--- src/rtl/commute_calendar_pkg.sv ---
// Shared calendar/bus-selector types, constants and small decode helpers.
package commute_pkg;

    localparam int HOURS_PER_DAY = 24;
    localparam int DAYS_PER_WEEK = 7;

    typedef logic [2:0] dow_t;

    localparam dow_t SUNDAY    = 3'd0;
    localparam dow_t MONDAY    = 3'd1;
    localparam dow_t TUESDAY   = 3'd2;
    localparam dow_t WEDNESDAY = 3'd3;
    localparam dow_t THURSDAY  = 3'd4;
    localparam dow_t FRIDAY    = 3'd5;
    localparam dow_t SATURDAY  = 3'd6;

    typedef enum logic [1:0] {
        COLOR_RED    = 2'd0,
        COLOR_GREEN  = 2'd1,
        COLOR_BLUE   = 2'd2,
        COLOR_YELLOW = 2'd3
    } bus_color_t;

    function automatic logic [4:0] sat_hour(input logic [4:0] h);
        return (h > 5'd23) ? 5'd23 : h;
    endfunction

    function automatic dow_t sat_dow(input logic [2:0] d);
        return (d == 3'd7) ? SATURDAY : d;
    endfunction

    function automatic logic is_weekday(input dow_t d);
        return (d >= MONDAY) && (d <= FRIDAY);
    endfunction

    function automatic logic is_daytime(input logic [4:0] h, input int day_start, input int day_end);
        return (int'(h) >= day_start) && (int'(h) < day_end);
    endfunction

endpackage

--- src/rtl/commute_calendar_if.sv ---
// Control/status bundle between the calendar and whoever drives and reads it.
interface commute_calendar_if;
    logic       tick;
    logic       load;
    logic [4:0] load_hour;
    logic [2:0] load_dow;
    logic       holiday_set;
    logic       holiday_next;
    logic [4:0] hour;
    logic [2:0] dow;
    logic       daytime;
    logic       weekday;
    logic       holiday;

    modport master (
        output tick, load, load_hour, load_dow, holiday_set, holiday_next,
        input  hour, dow, daytime, weekday, holiday
    );

    modport slave (
        input  tick, load, load_hour, load_dow, holiday_set, holiday_next,
        output hour, dow, daytime, weekday, holiday
    );
endinterface

--- src/rtl/commute_calendar_wrap_counter.sv ---
// Modulo-MOD counter with load; o_wrap flags the increment that returns it to 0,
// so counters chain by feeding o_wrap into the next stage's i_inc.
module wrap_counter #(
    parameter int MOD = 2,
    parameter int W   = (MOD > 1) ? $clog2(MOD) : 1
) (
    input  logic         clk,
    input  logic         reset,
    input  logic         i_inc,
    input  logic         i_load,
    input  logic [W-1:0] i_load_val,
    output logic [W-1:0] o_count,
    output logic [W-1:0] o_count_next,
    output logic         o_wrap
);
    localparam logic [W-1:0] LAST = W'(MOD - 1);

    logic [W-1:0] r_count;

    assign o_count = r_count;
    assign o_wrap  = i_inc & ~i_load & (r_count == LAST);

    always_comb begin
        o_count_next = r_count;
        if (i_load)
            o_count_next = i_load_val;
        else if (i_inc)
            o_count_next = (r_count == LAST) ? '0 : r_count + 1'b1;
    end

    always_ff @(posedge clk or posedge reset) begin
        if (reset)
            r_count <= '0;
        else
            r_count <= o_count_next;
    end
endmodule

--- src/rtl/commute_calendar.sv ---
// Time-of-week generator producing registered daytime/weekday/holiday conditions.
// Holiday tracking is built only when COMMUTE_CALENDAR_HOLIDAY_EN is defined.
module commute_calendar
    import commute_pkg::*;
#(
    parameter int TICKS_PER_HOUR = 4,
    parameter int DAY_START      = 7,
    parameter int DAY_END        = 19
) (
    input  logic               clk,
    input  logic               reset,
    commute_calendar_if.slave  bus
);
    localparam int TW = (TICKS_PER_HOUR > 1) ? $clog2(TICKS_PER_HOUR) : 1;

    logic [TW-1:0] w_tick_cnt, w_tick_cnt_next;
    logic          w_tick_wrap;
    logic [4:0]    w_hour, w_hour_next;
    logic          w_hour_wrap;
    logic [2:0]    w_dow, w_dow_next;
    logic          w_dow_wrap;
    logic          w_tick_inc;
    logic          r_daytime, r_weekday;

    // Load wins over tick, so a loading cycle never advances or rolls over.
    assign w_tick_inc = bus.tick & ~bus.load;

    wrap_counter #(.MOD(TICKS_PER_HOUR), .W(TW)) u_tick (
        .clk(clk), .reset(reset),
        .i_inc(w_tick_inc), .i_load(bus.load), .i_load_val('0),
        .o_count(w_tick_cnt), .o_count_next(w_tick_cnt_next), .o_wrap(w_tick_wrap)
    );

    wrap_counter #(.MOD(HOURS_PER_DAY), .W(5)) u_hour (
        .clk(clk), .reset(reset),
        .i_inc(w_tick_wrap), .i_load(bus.load), .i_load_val(sat_hour(bus.load_hour)),
        .o_count(w_hour), .o_count_next(w_hour_next), .o_wrap(w_hour_wrap)
    );

    wrap_counter #(.MOD(DAYS_PER_WEEK), .W(3)) u_dow (
        .clk(clk), .reset(reset),
        .i_inc(w_hour_wrap), .i_load(bus.load), .i_load_val(sat_dow(bus.load_dow)),
        .o_count(w_dow), .o_count_next(w_dow_next), .o_wrap(w_dow_wrap)
    );

    logic w_unused;
    assign w_unused = ^{w_tick_cnt, w_tick_cnt_next, w_dow_wrap};

    // Decoding next-state keeps the registered conditions aligned with hour/dow.
    always_ff @(posedge clk or posedge reset) begin
        if (reset) begin
            r_daytime <= 1'b0;
            r_weekday <= 1'b0;
        end else begin
            r_daytime <= is_daytime(w_hour_next, DAY_START, DAY_END);
            r_weekday <= is_weekday(w_dow_next);
        end
    end

    assign bus.hour    = w_hour;
    assign bus.dow     = w_dow;
    assign bus.daytime = r_daytime;
    assign bus.weekday = r_weekday;

`ifdef COMMUTE_CALENDAR_HOLIDAY_EN
    logic r_holiday, r_pending;
    logic w_holiday_nx, w_pending_nx;

    // Set requests are applied after the rollover hand-off so they land on the new day.
    always_comb begin
        w_holiday_nx = r_holiday;
        w_pending_nx = r_pending;
        if (w_hour_wrap) begin
            w_holiday_nx = r_pending;
            w_pending_nx = 1'b0;
        end
        if (bus.holiday_set)
            w_holiday_nx = 1'b1;
        if (bus.holiday_next)
            w_pending_nx = 1'b1;
    end

    always_ff @(posedge clk or posedge reset) begin
        if (reset) begin
            r_holiday <= 1'b0;
            r_pending <= 1'b0;
        end else begin
            r_holiday <= w_holiday_nx;
            r_pending <= w_pending_nx;
        end
    end

    assign bus.holiday = r_holiday;
`else
    logic w_unused_hol;
    assign w_unused_hol = bus.holiday_set ^ bus.holiday_next ^ w_hour_wrap;
    assign bus.holiday  = 1'b0;
`endif
endmodule

--- src/flat_wrapper.sv ---
// flat-port wrapper written by rule: the top's interface ports become plain ports
module commute_calendar_flat import commute_pkg::*;
#(
    parameter int TICKS_PER_HOUR = 4,
    parameter int DAY_START      = 7,
    parameter int DAY_END        = 19
)
  (clk, reset, bus_tick, bus_load, bus_load_hour, bus_load_dow, bus_holiday_set, bus_holiday_next, bus_hour, bus_dow, bus_daytime, bus_weekday, bus_holiday);
  commute_calendar_if bus_i ();
  input  logic clk;
  input  logic reset;
  input wire logic [$bits(bus_i.tick)-1:0] bus_tick;
  input wire logic [$bits(bus_i.load)-1:0] bus_load;
  input wire logic [$bits(bus_i.load_hour)-1:0] bus_load_hour;
  input wire logic [$bits(bus_i.load_dow)-1:0] bus_load_dow;
  input wire logic [$bits(bus_i.holiday_set)-1:0] bus_holiday_set;
  input wire logic [$bits(bus_i.holiday_next)-1:0] bus_holiday_next;
  output wire logic [$bits(bus_i.hour)-1:0] bus_hour;
  output wire logic [$bits(bus_i.dow)-1:0] bus_dow;
  output wire logic [$bits(bus_i.daytime)-1:0] bus_daytime;
  output wire logic [$bits(bus_i.weekday)-1:0] bus_weekday;
  output wire logic [$bits(bus_i.holiday)-1:0] bus_holiday;
  assign bus_i.tick = bus_tick;
  assign bus_i.load = bus_load;
  assign bus_i.load_hour = bus_load_hour;
  assign bus_i.load_dow = bus_load_dow;
  assign bus_i.holiday_set = bus_holiday_set;
  assign bus_i.holiday_next = bus_holiday_next;
  assign bus_hour = bus_i.hour;
  assign bus_dow = bus_i.dow;
  assign bus_daytime = bus_i.daytime;
  assign bus_weekday = bus_i.weekday;
  assign bus_holiday = bus_i.holiday;
  commute_calendar #(.TICKS_PER_HOUR(TICKS_PER_HOUR), .DAY_START(DAY_START), .DAY_END(DAY_END)) u_core (.clk(clk), .reset(reset), .bus(bus_i));
endmodule
--- config.mk ---
export PLATFORM = sky130hd
export DESIGN_NAME = commute_calendar_flat
export DESIGN_NICKNAME = d
export VERILOG_FILES = /design/src/rtl/commute_calendar_pkg.sv /design/src/rtl/commute_calendar_if.sv /design/src/rtl/commute_calendar_wrap_counter.sv /design/src/rtl/commute_calendar.sv /design/src/flat_wrapper.sv
export SDC_FILE = /design/constraint.sdc
export NUM_CORES = 1
export LEC_CHECK = 0
export BUFFER_PORTS_ARGS = -buffer_cell sky130_fd_sc_hd__buf_2
export CORE_MARGIN = 1.5
export CORE_UTILIZATION = 48
export DETAILED_ROUTE_END_ITERATION = 10
export PLACE_DENSITY = 0.73
export SYNTH_ARGS = -nofsm -noshare
export SYNTH_HDL_FRONTEND = slang
export SYNTH_SLANG_ARGS = --single-unit
--- constraint.sdc ---
create_clock -name clk -period 2.1 [get_ports clk]
set_clock_uncertainty 0.15 [all_clocks]
set_input_delay 0.42 -clock clk [delete_from_list [all_inputs] [get_ports clk]]
set_output_delay 0.42 -clock clk [all_outputs]
set_load 0.03 [all_outputs]
Word level (Yosys, flattened, before mapping)
Cells that the tools add are included.

word-level totals
  register bits after elaboration = 12
  latch bits = 0
  bits in writable memories = 0
  ROM bits = 0
  input port bits = 14
  output and inout bits = 11
  logic and storage cells = 37
  memories kept = 0

operators by class
  $add $sub $neg = 3
  multiply operators = 0
  div/mod/pow operators = 0
  magnitude comparators = 5
  equality and inequality tests = 4
  shift-type cells = 0
  muxes and demuxes = 11
  bitwise logic cells = 6
  reduce and logical (&&, ||, !) cells = 3

operators by type and width
  kind                                                                                  count
  5-bit two-way mux                                                                     4
  3-bit two-way mux                                                                     4
  3-bit == test (second input constant)                                                 2
  2-bit two-way mux                                                                     3
  5-bit by 1-bit adder with 5-bit output (second input constant)                        1
  1-bit bitwise AND                                                                     5
  5-bit == test (second input constant)                                                 1
  5-bit by 3-bit greater-or-equal comparator with 1-bit output (second input constant)  1
  5-bit > comparator (second input constant)                                            1
  5-bit less-than comparator (second input constant)                                    1
  3-bit by 1-bit adder with 3-bit output (second input constant)                        1
  3-bit by 1-bit greater-or-equal comparator with 1-bit output (second input constant)  1
  3-bit <= comparator (second input constant)                                           1
  2-bit by 1-bit adder with 2-bit output (second input constant)                        1
  2-bit == test (second input constant)                                                 1
  1-bit logical AND                                                                     2
  2-bit nonzero test                                                                    1
  1-bit inverter                                                                        1

Longest topological paths before layout
  depth after elaboration = 10
  mapped depth = 7
  depth with buffers taken out = 6

Modules after synthesis
Synthesis repeated with hierarchy kept, for this count alone.

second synthesis, totals
  cell total of the unflattened synthesis = 86
  area, all modules = 775.7 µm²

by module, submodules not included
  module                         instances  cells each  area each (µm²)  seq. area each (µm²)
  wrap_counter at u_core.u_hour  1          33          319.1            125.1
  wrap_counter at u_core.u_dow   1          21          180.2            75.1
  commute_calendar               1          20          153.9            50.0
  wrap_counter at u_core.u_tick  1          12          122.6            50.0

Worst setup path after synthesis
OpenSTA, ideal clock, no wires.

  kind = register -> register
  start = register u_core.u_hour.r_count[1] (netlist: u_core.u_hour.o_count[1])
  end = register u_core.r_weekday (netlist: u_core.bus.weekday)
  library setup time = 79 ps
  arrival time = 1,830 ps
  slack = 40 ps
  stages on the path, launching flop included = 7
  buffers on the path = 0
  path through = dfrtp_1 > ha_1 > nand4b_4 > or4_4 > a31oi_4 > nor2_1 > mux2i_1

on the way
  longest elaborated chain between the ends = 6
  elaborated cells on any way between the ends = 7
  those cells by class = order compare: 2; eq/ne: 1; mux: 2; bitwise: 1; reduce/logical: 1

RTL lines
  item                                                                                                 RTL line                             source
  start: declaration                                                                                   commute_calendar_wrap_counter.sv:18  logic [W-1:0] r_count;
  start signal: assignment                                                                             commute_calendar_wrap_counter.sv:35  r_count <= o_count_next;
  5-bit == test *                                                                                      commute_calendar_wrap_counter.sv:21  assign o_wrap = i_inc & ~i_load & (r_count == LAST);
  1-bit bitwise AND *                                                                                  commute_calendar_wrap_counter.sv:21
  3-bit two-way mux *                                                                                  commute_calendar_wrap_counter.sv:27  else if (i_inc)
  3-bit two-way mux *                                                                                  commute_calendar_wrap_counter.sv:25  if (i_load)
  net u_core.u_dow.o_count_next[2]                                                                     commute_calendar_wrap_counter.sv:13  output logic [W-1:0] o_count_next,
  3-bit by 1-bit greater-or-equal comparator with 1-bit output or 3-bit <= comparator (tied branches)  commute_calendar_pkg.sv:33           return (d >= MONDAY) && (d <= FRIDAY);
  1-bit logical AND *                                                                                  commute_calendar_pkg.sv:33
  end signal: assignment                                                                               commute_calendar.sv:56               r_weekday <= is_weekday(w_dow_next);
  end: declaration                                                                                     commute_calendar.sv:23               logic r_daytime, r_weekday;

Mark *: on every way through the listed nets, which the timed path passes. The rest lies on a longest branch.
A chain may end at the register's enable or synchronous reset.

Worst setup path in the final report
Same ends and word-level chain as after synthesis.

==> results.toml <==
[synthesis]
synth_nets = 96
async_flop_share = 1.00
synth_top_flop_cell = "dfrtp_1"
synth_top_area_frac = 0.395
yosysSeqAreaShare = 0.395
ys_seq_elements = 12
ys_types = 37
netlist_area_um2 = 761
synthTopCellsByArea = "dfrtp_1, nor2_1, a21oi_1"
yosysTopAreaCell = "dfrtp_1"
syn-mean-instance-area_um2 = 9.51
synth_edf_count = 0
synthCells = 80
yosysWarnings = 0

[global_route]
grt_max_degree = 15
grt_usage = 0.188
antenna_found_initial = 0
grt_overflow_total = 0
grt_pass1_wl_um = 2500
grt_pass1_vias = 618

[worst_setup_path]
crit_slowest_cell = "or4_4"
path_class = "flip-flop to flip-flop"
crit_fanout = 5
r2r_slack_ns = 0.13
cp_cell_sequence = "ha_2 -> nand4b_4 -> or4_4 -> a31oi_4 -> nor2_1 -> mux2i_1"
worstSetupEndpointType = "flip-flop"
r2r-start = "u_core.u_hour.o_count[1]"
worstPathRequired_ns = 2.14
worst_ep_arrival_time_ns = 2.01
crit_path_start = "u_core.u_hour.o_count[1]"
start_kind = "flip-flop"
slowest_delay_ns = 0.53

[timing]
hold_viol = 6
layout_min_cycle_time_ns = 1.97
tns_ns = 0
drv_slew = 0
finalSetupViolCount = 0
holdWs_ns = -0.00127
fmax_mhz = 507
fin_crit_sh = 0.939
rsz0062_at_grt = "no"

[drt]
wl_um = 1590
vias_per_cell = 5.72
first_pass_iters = 4
route.detailed.drc = 0
ant_nets = 0
drtIter0Drc = 10
num_vias = 669
wl_per_cell_um = 13.5

[hold_path]
hp-class = "input port to async pin"

[status]
violations = "negative hold slack"
status = "complete, but fails checks"

[power]
netSwitchingFraction = 0.347
powerDensity_nw_per_um2 = 656
clkPwrFrac = 0.234
p_int_uw = 383
p_seq_frac = 0.475
p_leak_uw = 0.000421
p_comb_frac = 0.292
power.net_switching_uw = 204
peakVddDrop_uv = 375

[clock_network]
cts_tree = "yes"
numCtsBuffers = 3
clkTransAtPathRegs_ns = 0.07
worstSkewPairLatency_ns = 0.27
h-tree-depth = 1
clock_sinks = 12
cts_root_buffer = "clkbuf_4"
clk_path_buf_depth = 2

[placed_design]
dp_cells = 114
place_hpwl_um = 1250
io_buffers = 21
place.gp.congestion = 0.788
placed_cell_area_um2 = 856

[floorplan]
initial_core_util = 0.511
io_pins = 25
row_count = 14
core_um2 = 1490
die_area_um2 = 1830
fp.dieW_um = 42.8
die_y_um = 42.8

[finish]
drive_gt1_frac = 0.327
final_util = 0.601
antenna_cells = 0
nNetsFinal = 119
layout_common_cells = "buf_2, dfrtp_1, nor2_1, inv_1, a21oi_1"
design_area_um2 = 895
layout_commonest_cell = "buf_2"
stdcell_count = 117
areaGrowthSynthToFinish_pct = 17.6

[run]
cap_violations = 0
## worst max-delay path, delay by kind of cell (launching register included)
family,cells,cell delay [ns]
AO/OA/AOI/OAI,1,0.22
flip-flops,1,0.41
AND/OR/NAND/NOR,3,0.73
adder cells (fa/ha/maj),1,0.26
multiplexers,1,0.13
## area by class of cell
cell class | instances | area (um2)
fill | 141 | 594
multi-input combinational | 58 | 417
sequential | 12 | 300
timing repair buffer | 22 | 113
clock buffer | 3 | 22.5
inverter | 6 | 22.5
tap | 16 | 20.0
## cell families (layout without fill, tap and decap cells)
kind of cell	after synthesis	count (layout)	share of synthesized area
buf+inv	10	31	0.0789
compound gates	22	22	0.214
fa+ha+maj	2	2	0.0329
mux	2	2	0.0263
other cells	1	1	0.00493
flops	12	12	0.395
simple gates	31	31	0.248
## power by group through the flow
stage          sequential (uW)  clock (uW)  combinational (uW)
2_1_floorplan              320           0                80.7
3_3_place_gp               280           0                 163
3_5_place_dp               282           0                 169
4_1_cts                    277         142                 169
5_1_grt                    281         151                 188
6_report                   279         137                 171
## registers in the layout, summed over array words and instances (netlist names)
register and flops:
u_core.u_dow.o_count 3, u_core.u_hour.o_count 5, u_core.bus.weekday 1, u_core.u_tick.o_count 2, u_core.bus.daytime 1
## path summary, 6_finish.rpt
path / end / cells after the start
setup / recovery: u_core.bus.weekday / 6
hold / removal: u_core.u_hour.o_count[3] / 2
setup reg to reg: u_core.bus.weekday / 6
hold reg to reg: u_core.u_tick.o_count[1] / 2
max in group asynchronous: u_core.u_hour.o_count[2] / 2
min in group clk: u_core.u_hour.o_count[1] / 3
## cell usage after synthesis (2+ instances only)
master and count:
a211oi_1 2, nand2_1 4, nor2_1 10, nand3_1 3, a21oi_1 5, nor4b_1 2, o21ai_0 4, inv_1 6
ha_1 2, mux2i_1 2, dfrtp_1 12, nor4_1 2, a21boi_0 2
## routing by layer
metal | GRT usage | up-vias | part of all wire
li1 | - | 333 | -
met1 | 0.208 | 315 | 0.43
met2 | 0.327 | 19 | 0.52
met3 | 0.0255 | 2 | 0.038
met4 | 0.125 | 0 | 0.0088
met5 | 0 | - | 0
## what timing repair did
action / in CTS / in global routing
hold endpoints to repair: 0 / 0
endpoints found under the setup margin: 0 / 2
buffers inserted: 0 / 0
gates resized for setup: 0 / 4
hold buffers: 0 / 0
## metrics by stage
| step | setup WS (ns) | hold WS [ns] | power [uW] |
|---|---|---|---|
| 3_5_place_dp | 0.0947 | 0.302 | 451 |
| 4_1_cts | 0.0784 | 0.00577 | 589 |
| 6_report | 0.129 | -0.00127 | 587 |
| 5_1_grt | 0.0213 | 0.0186 | 620 |
| 3_3_place_gp | 0.163 | 0.292 | 444 |
| 2_1_floorplan | 0.0404 | 0.135 | 401 |
Note: power is estimated with default switching activity, not from simulation.
